### src/rtl/bk_prefix_adder_pipe.sv
// bk_prefix_adder_pipe
//   Pipelined Brent-Kung parallel-prefix adder/subtractor with valid/ready
//   handshakes and a pass-through user tag.
//
//   The prefix network has 2*log2(WIDTH)-1 levels: log2(WIDTH) up-sweep levels
//   followed by log2(WIDTH)-1 down-sweep levels. Level 0 is the operand
//   preprocessing (invert B for subtract, fold the carry-in into G[0]).
//   PIPE_STAGES-1 internal register boundaries are spread evenly across the
//   levels, and the last register sits at the outputs.
//
//   Ports
//     clk, rst_n          clock, asynchronous active-low reset
//     in_valid/in_ready   input handshake (in_ready = out_ready || !out_valid)
//     in_op1, in_op2      operands A and B
//     in_cin              carry-in (ignored when in_sub=1)
//     in_sub              1 = A-B
//     in_tag              user tag, returned with the result
//     out_valid/out_ready output handshake
//     out_res             sum/difference modulo 2^WIDTH
//     out_cout            carry out of the MSB (subtract: 1 = no borrow)
//     out_ovf             two's-complement signed overflow
//     out_tag             tag of the result on out_res
module bk_prefix_adder_pipe #(
    parameter int WIDTH       = 32,
    parameter int PIPE_STAGES = 2,
    parameter int TAG_W       = 4
) (
    input  logic             clk,
    input  logic             rst_n,
    input  logic             in_valid,
    output logic             in_ready,
    input  logic [WIDTH-1:0] in_op1,
    input  logic [WIDTH-1:0] in_op2,
    input  logic             in_cin,
    input  logic             in_sub,
    input  logic [TAG_W-1:0] in_tag,
    output logic             out_valid,
    input  logic             out_ready,
    output logic [WIDTH-1:0] out_res,
    output logic             out_cout,
    output logic             out_ovf,
    output logic [TAG_W-1:0] out_tag
);

    localparam int LOG_W = $clog2(WIDTH);
    localparam int LVLS  = 2 * LOG_W - 1;

    // State carried between prefix levels. p0 is the bitwise propagate from
    // level 0, needed for the final sum after p has been merged into groups.
    typedef struct packed {
        logic             vld;
        logic [WIDTH-1:0] g;
        logic [WIDTH-1:0] p;
        logic [WIDTH-1:0] p0;
        logic             c0;
        logic             am;
        logic             bm;
        logic [TAG_W-1:0] tag;
    } lvl_t;

    // True when a register boundary sits right after level k.
    function automatic logic is_bnd(input int k);
        logic r;
        r = 1'b0;
        for (int j = 1; j < PIPE_STAGES; j++)
            if ((j * LVLS) / PIPE_STAGES == k) r = 1'b1;
        return r;
    endfunction

    // Distance from a black cell to the lower group it merges with.
    function automatic int span(input int k);
        if (k <= LOG_W) return 1 << (k - 1);
        else            return 1 << (LVLS - k);
    endfunction

    // Bit positions holding a black cell on level k. Up-sweep cells sit at
    // i = m*2^k - 1; down-sweep cells fill in the midpoints left behind.
    function automatic logic [WIDTH-1:0] cell_mask(input int k);
        logic [WIDTH-1:0] m;
        int s;
        m = '0;
        s = span(k);
        for (int i = 0; i < WIDTH; i++) begin
            if (k <= LOG_W) begin
                if (((i + 1) % (2 * s)) == 0) m = m | (WIDTH'(1) << i);
            end else begin
                if ((((i + 1) % (2 * s)) == s) && (i >= 2 * s)) m = m | (WIDTH'(1) << i);
            end
        end
        return m;
    endfunction

    logic             adv;
    logic [WIDTH-1:0] bp;
    logic             c0;
    lvl_t             cur [0:LVLS];
    lvl_t             stg [0:LVLS-1];
    lvl_t             src;
    logic [WIDTH-1:0] msk;
    logic [WIDTH-1:0] res;

    // Every stage shifts together; a full, stalled pipe holds bubbles as well.
    assign adv      = out_ready || !out_valid;
    assign in_ready = adv;

    always_comb begin
        for (int k = 0; k <= LVLS; k++) cur[k] = '0;
        src = '0;
        msk = '0;

        bp = in_sub ? ~in_op2 : in_op2;
        c0 = in_sub | in_cin;

        cur[0].vld  = in_valid;
        cur[0].p    = in_op1 ^ bp;
        cur[0].g    = in_op1 & bp;
        // Carry-in enters as generate of bit 0: majority(A0, B'0, c0).
        cur[0].g[0] = (in_op1[0] & bp[0]) | (in_op1[0] & c0) | (bp[0] & c0);
        cur[0].p0   = in_op1 ^ bp;
        cur[0].c0   = c0;
        cur[0].am   = in_op1[WIDTH-1];
        cur[0].bm   = bp[WIDTH-1];
        cur[0].tag  = in_tag;

        for (int k = 1; k <= LVLS; k++) begin
            src    = is_bnd(k - 1) ? stg[k-1] : cur[k-1];
            msk    = cell_mask(k);
            cur[k] = src;
            cur[k].g = src.g | (msk & src.p & (src.g << span(k)));
            cur[k].p = (src.p & ~msk) | (msk & src.p & (src.p << span(k)));
        end

        // After the last level g[i] is the carry out of bit i.
        res = cur[LVLS].p0 ^ {cur[LVLS].g[WIDTH-2:0], cur[LVLS].c0};
    end

    always_ff @(posedge clk or negedge rst_n) begin
        if (!rst_n) begin
            for (int k = 0; k < LVLS; k++) stg[k] <= '0;
        end else if (adv) begin
            for (int k = 0; k < LVLS; k++)
                if (is_bnd(k)) stg[k] <= cur[k];
        end
    end

    always_ff @(posedge clk or negedge rst_n) begin
        if (!rst_n) begin
            out_valid <= 1'b0;
            out_res   <= '0;
            out_cout  <= 1'b0;
            out_ovf   <= 1'b0;
            out_tag   <= '0;
        end else if (adv) begin
            out_valid <= cur[LVLS].vld;
            out_res   <= res;
            out_cout  <= cur[LVLS].g[WIDTH-1];
            out_ovf   <= (cur[LVLS].am == cur[LVLS].bm) && (res[WIDTH-1] != cur[LVLS].am);
            out_tag   <= cur[LVLS].tag;
        end
    end

endmodule

### config.mk
export PLATFORM = sky130hd
export DESIGN_NAME = bk_prefix_adder_pipe
export DESIGN_NICKNAME = d
export VERILOG_FILES = /design/src/rtl/bk_prefix_adder_pipe.sv
export SDC_FILE = /design/constraint.sdc
export NUM_CORES = 1
export LEC_CHECK = 0
export ABC_AREA = 1
export BUFFER_PORTS_ARGS = -buffer_cell sky130_fd_sc_hd__buf_4
export CAP_MARGIN = 5
export CORE_MARGIN = 2
export CORE_UTILIZATION = 45
export DETAILED_ROUTE_END_ITERATION = 10
export GPL_TIMING_DRIVEN = 1
export HOLD_SLACK_MARGIN = 0.03
export MAX_ROUTING_LAYER = met4
export PLACE_DENSITY = 0.76
export REMOVE_ABC_BUFFERS = 1
export SYNTH_ARGS = -nofsm -noshare
export SYNTH_HDL_FRONTEND = slang
export SYNTH_SLANG_ARGS = --single-unit
### constraint.sdc
create_clock -name clk -period 3.8 [get_ports clk]
set_input_delay 0.19 -clock clk [delete_from_list [all_inputs] [get_ports clk]]
set_output_delay 0.19 -clock clk [all_outputs]
set_load 0.005 [all_outputs]
# [Yosys cells after proc, flatten, opt, wreduce, memory -nomap -nowiden]
# Cells that the tools add are included.
[word_totals] input_bits=74 ff_bits=143 word_cells=65
[op_classes] reduce_logical=4 n_bitwise=44 mux=2 eq_ne=2
[ops] op="bitwise AND 32 bit" count=10
[ops] op="OR 32 bit" count=9
[ops] op="OR 31 x 32 -> 32 bit" count=4
[ops] op="OR 31 bit" count=4
[ops] op="XOR 32 bit" count=2
[ops] op="bitwise AND 24 x 32 -> 32 bit" count=1
[ops] op="bitwise AND 28 x 32 -> 32 bit" count=1
[ops] op="bitwise AND 30 x 32 -> 32 bit" count=1
[ops] op="bitwise AND 31 x 32 -> 32 bit" count=1
[ops] op="two-way mux 32 bit" count=1
[ops] op="inverter 32 bit" count=1
[ops] op="bitwise AND 1 x 31 -> 31 bit, first input constant" count=1
[ops] op="bitwise AND 24 x 31 -> 31 bit" count=1
[ops] op="bitwise AND 28 x 31 -> 31 bit" count=1
[ops] op="bitwise AND 30 x 31 -> 31 bit" count=1
[ops] op="bitwise AND 1 bit" count=3
[ops] op="OR 1 bit" count=3
[ops] op="AND reduction 2 bit" count=1
[ops] op="== test 1 bit" count=1
[ops] op="logical AND 1 bit" count=1
[ops] op="zero test 1 bit" count=1
[ops] op="logical OR 1 bit" count=1
[ops] op="two-way mux 1 bit" count=1
[ops] op="inequality test 1 bit" count=1

# [Longest topological paths before layout]
[depth] depth_word=13 ltp_mapped=15

# [Least setup slack after synthesis]
# No wires, ideal clock.
[synth_timing] path_kind="input to register" startpoint="in in_sub" endpoint="reg stg[518] (netlist name)" arrival_ps=1559 slack_ps=2123 path_stages=10 path_cell_list="buf_6 buf_2 xor2_1 ha_1 a21oi_1 o21bai_1 a21oi_1 nand2_1 a21oi_1 nor2_1"
[synth_lines] element="start: declaration" line="35" source="input logic in_sub,"
[synth_lines] element="end signal: indexed assignment" line="142" source="if (is_bnd(k)) stg[k] <= cur[k];"
[synth_lines] element="end: declaration" line="97" source="lvl_t stg [0:LVLS-1];"

# [Final worst setup path]
[layout_timing] startpoint="reg out_valid" endpoint="out in_ready"
[layout_between] elab_chain_cells=2
[layout_lines] element="start: declaration" line="37" source="output logic out_valid,"
[layout_lines] element="start signal: assignment" line="154" source="out_valid <= cur[LVLS].vld;"
[layout_lines] element="zero test 1 bit" line="103" source="assign adv = out_ready || !out_valid;"
[layout_lines] element="logical OR 1 bit" line="103"
[layout_lines] element="end: declaration" line="31" source="output logic in_ready,"
# Every way passes these cells.

==> out/metrics.csv <==
stage,metric,value,unit
clocking,CTS Sinks,123,
hold_path,Min-Delay Endpoint,cur[4]$_DFFE_PN0P_,
synth,ys async rst share,100.0,%
timing,slew of the pin with the lowest slew margin,0.7853,ns
synth,Area contributors post-synth,"dfrtp_1, nand2_1, ha_1, xor2_1, o21ai_1",
timing,crit share post-route,58.46,%
timing,Max Fclk,450.1,MHz
critical_path,worst path required time,3.61,ns
finish,Area Overhead vs Synth,25.67,%
synth,register area share after synthesis,50.65,%
timing,clk_skew,0.006157,ns
hold_path,Min-Delay Path Depth,4,
placement,I/O Buffers,113,
routing,total wire length,12860,um
routing,Iteration-0 DRC Markers,362,
clocking,worst skew pair latency,0.41,ns
synth,synthesized area,6077,um^2
floorplanning,Initial Util,46.07,%
placement,routability cong.,0.7859,
floorplanning,die span in y,120.2,um
timing,final setup fails,0,
global_routing,initial antenna violation count,0,
synth,number of synthesized flops with an enable pin,0,
synth,synth warn,0,
global_routing,largest net degree at the start of global routing,124,
power,power per cell area,564.6,nW/um^2
timing,unrepaired setup endpoints after global routing,false,
critical_path,Crit Path Max Fanout,39,
hold_path,HP Start,in_op2[31],
timing,final worst slack,1.578,ns
finish,Seq. cell area,3078,um^2
critical_path,R2R cell count,12,
floorplanning,IO Pins,114,
finish,antenna cell count,0,
placement,pre-CTS setup slack,1.794,ns
finish,Filler Cells Inserted,1234,
routing,routed len/inst,13.02,um
critical_path,CP endpoint kind,output port,
timing,Final Hold Viols,0,
floorplanning,Core Area,13190,um^2
global_routing,number of global-route vias before repair,4617,
finish,layout cells sized above 1,17.86,%
finish,design area,7637,um^2
routing,post-detailed-route count of antenna-violating nets,0,
finish,NumNets Final,922,
synth,Syn Inst Count,686,
hold_path,Worst Hold Class,input port to register,
global_routing,first-pass GRT wire length,21970,um
clocking,H-tree lvl count,4,
floorplanning,width of the chip,120.2,um
critical_path,reg2reg end,stg[502]$_DFFE_PN0P_,
synth,Seq cells post-synth,123,
run_status,status,finished clean,
routing,vias per cell,4.780,
synth,Mean Syn Cell Area,8.859,um^2
critical_path,Critical Path Start Type,register,
global_routing,total track usage,19.95,%
floorplanning,row cnt,42,
clocking,clock buffer count from CTS,17,
clocking,CTS tree,done,
placement,Post-Place Cell Area,7051,um^2
finish,area of the multi-input gates,2741,um^2
timing,Slew Limit Fails,0,
power,worst ir drop on vdd,0.0004393,V
clocking,post-cts sizing count,0,
clocking,clk buf depth,2,
critical_path,CP Class,register to output port,
routing,Vias,4723,
job,Max-Cap Viols,0,
timing,Final min period,2.222,ns
synth,post-synth cell types,32,
routing,DRC errors left,0,
timing,Hold WS,0.07418,ns
floorplanning,Die ar.,14450,um^2
timing,Slew HR,47.65,%
clocking,Clock transition at path regs,0.05,ns
power,LEAKAGE,4.066,nW
routing,DR pass1 iterations,4,
clocking,Root Buffer,clkbuf_16,
synth,top-area cell type share of the netlist area,50.65,%
critical_path,WP data arrival,2.03,ns
synth,Yosys top cell by area,dfrtp_1,
synth,Most used DFF post-synth,dfrtp_1,
power,Total Power,4.312,mW
global_routing,grt total ovfl,0,
timing,setup TNS,0,ns
critical_path,r2r setup slk,1.87,ns
critical_path,r2r startpoint,out_valid$_DFFE_PN0P_,
placement,post-DP HPWL,8625,um
## registers in the layout (all words and copies together) (netlist names)
name       cells
out_tag        4
cur           24
out_res       32
out_cout       1
out_ovf        1
out_valid      1
stg           60
## synth_stat cells (3+ instances only)
| cell | n |
|---|---|
| dfrtp_1 | 123 |
| clkbuf_1 | 5 |
| nor3_1 | 3 |
| nand2_1 | 283 |
| ha_1 | 47 |
| buf_2 | 20 |
| inv_1 | 28 |
| nand4_1 | 3 |
| o21ai_0 | 16 |
| nor2_1 | 22 |
| xnor2_1 | 3 |
| xor2_1 | 45 |
| nand3_1 | 12 |
| a21oi_1 | 13 |
| o21ai_1 | 35 |
| a21o_1 | 7 |
## cells in the final DEF, fill, tap and decap left out
cell type / count
nand2_1: 283
dfrtp_1: 123
buf_4: 117
ha_1: 47
xor2_1: 45
o21ai_1: 35
inv_1: 28
nor2_1: 22
clkbuf_16: 17
o21ai_0: 16
a21oi_1: 13
nand3_1: 12
a21o_1: 7
clkbuf_1: 7
dlygate4sd3_1: 7
clkbuf_8: 4
nor3_1: 3
nand4_1: 3
xnor2_1: 3
inv_2: 2
o31ai_1: 2
nor4_1: 2
nand3b_1: 2
clkinv_2: 2
nor2_8: 1
o22ai_1: 1
o21bai_1: 1
a31oi_1: 1
a21oi_2: 1
or2_1: 1
a211oi_1: 1
a22o_1: 1
o21a_1: 1
buf_12: 1
## critical path, cell delays in order, from the launching register on
cell and delay, ns:
dfrtp_1 0.37, inv_1 0.14, nor2_8 0.05, inv_2 0.50
buf_4 0.39, buf_4 0.16
## layout make-up
type,instances,area share (%)
sequential,123,40.30
timing repair buffer,125,12.68
clock inverter,2,0.1311
multi-input combinational,504,35.89
inverter,30,1.474
clock buffer,28,6.635
tap,176,2.883
## metal layers
layer	part of all wire (%)	GRT usage (%)	vias up
li1	-	-	2419
met1	48	27.37	2184
met2	45	28.98	105
met3	5.6	3.962	15
met4	1.5	8.721	0
met5	0	-	-
## cells by family after synthesis
logic type	synth area share (%)
buffers and inverters	4.242
XOR/XNOR	6.918
AO/OA/AOI/OAI	7.248
flip-flops	50.65
AND/OR/NAND/NOR	21.27
adder cells (fa/ha/maj)	9.677
## stage by stage
stage               util [%]  std cells
floorplan                  -        657
global placement       53.45        951
detailed placement     53.45        951
CTS                    57.90        988
global route           57.90        988
finish                 57.90        988
## what timing repair did
item	in CTS	in global routing
hold buffers	7	0
endpoints found under the hold margin	129	0
buffers inserted	0	0
## power by group
| part | leakage (nW) | internal [mW] | total, mW | switching (mW) |
|---|---|---|---|---|
| logic | 2.30 | 0.535 | 1.09 | 0.550 |
| clock network | 0.254 | 0.892 | 1.42 | 0.528 |
| registers | 1.51 | 1.63 | 1.81 | 0.180 |
## worst max path at each step
| stage | start | end | slack (ns) |
|---|---|---|---|
| 2_1_floorplan | out_valid$_DFFE_PN0P_ | stg[502]$_DFFE_PN0P_ | 0.93 |
| 6_report | out_valid$_DFFE_PN0P_ | in_ready | 1.58 |
| 3_3_place_gp | in_sub | stg[518]$_DFFE_PN0P_ | 1.84 |
| 4_1_cts | out_valid$_DFFE_PN0P_ | in_ready | 1.56 |
| 3_5_place_dp | in_sub | stg[518]$_DFFE_PN0P_ | 1.79 |
| 5_1_grt | out_valid$_DFFE_PN0P_ | in_ready | 1.41 |
No activity file was read; power rests on OpenSTA's default activity.
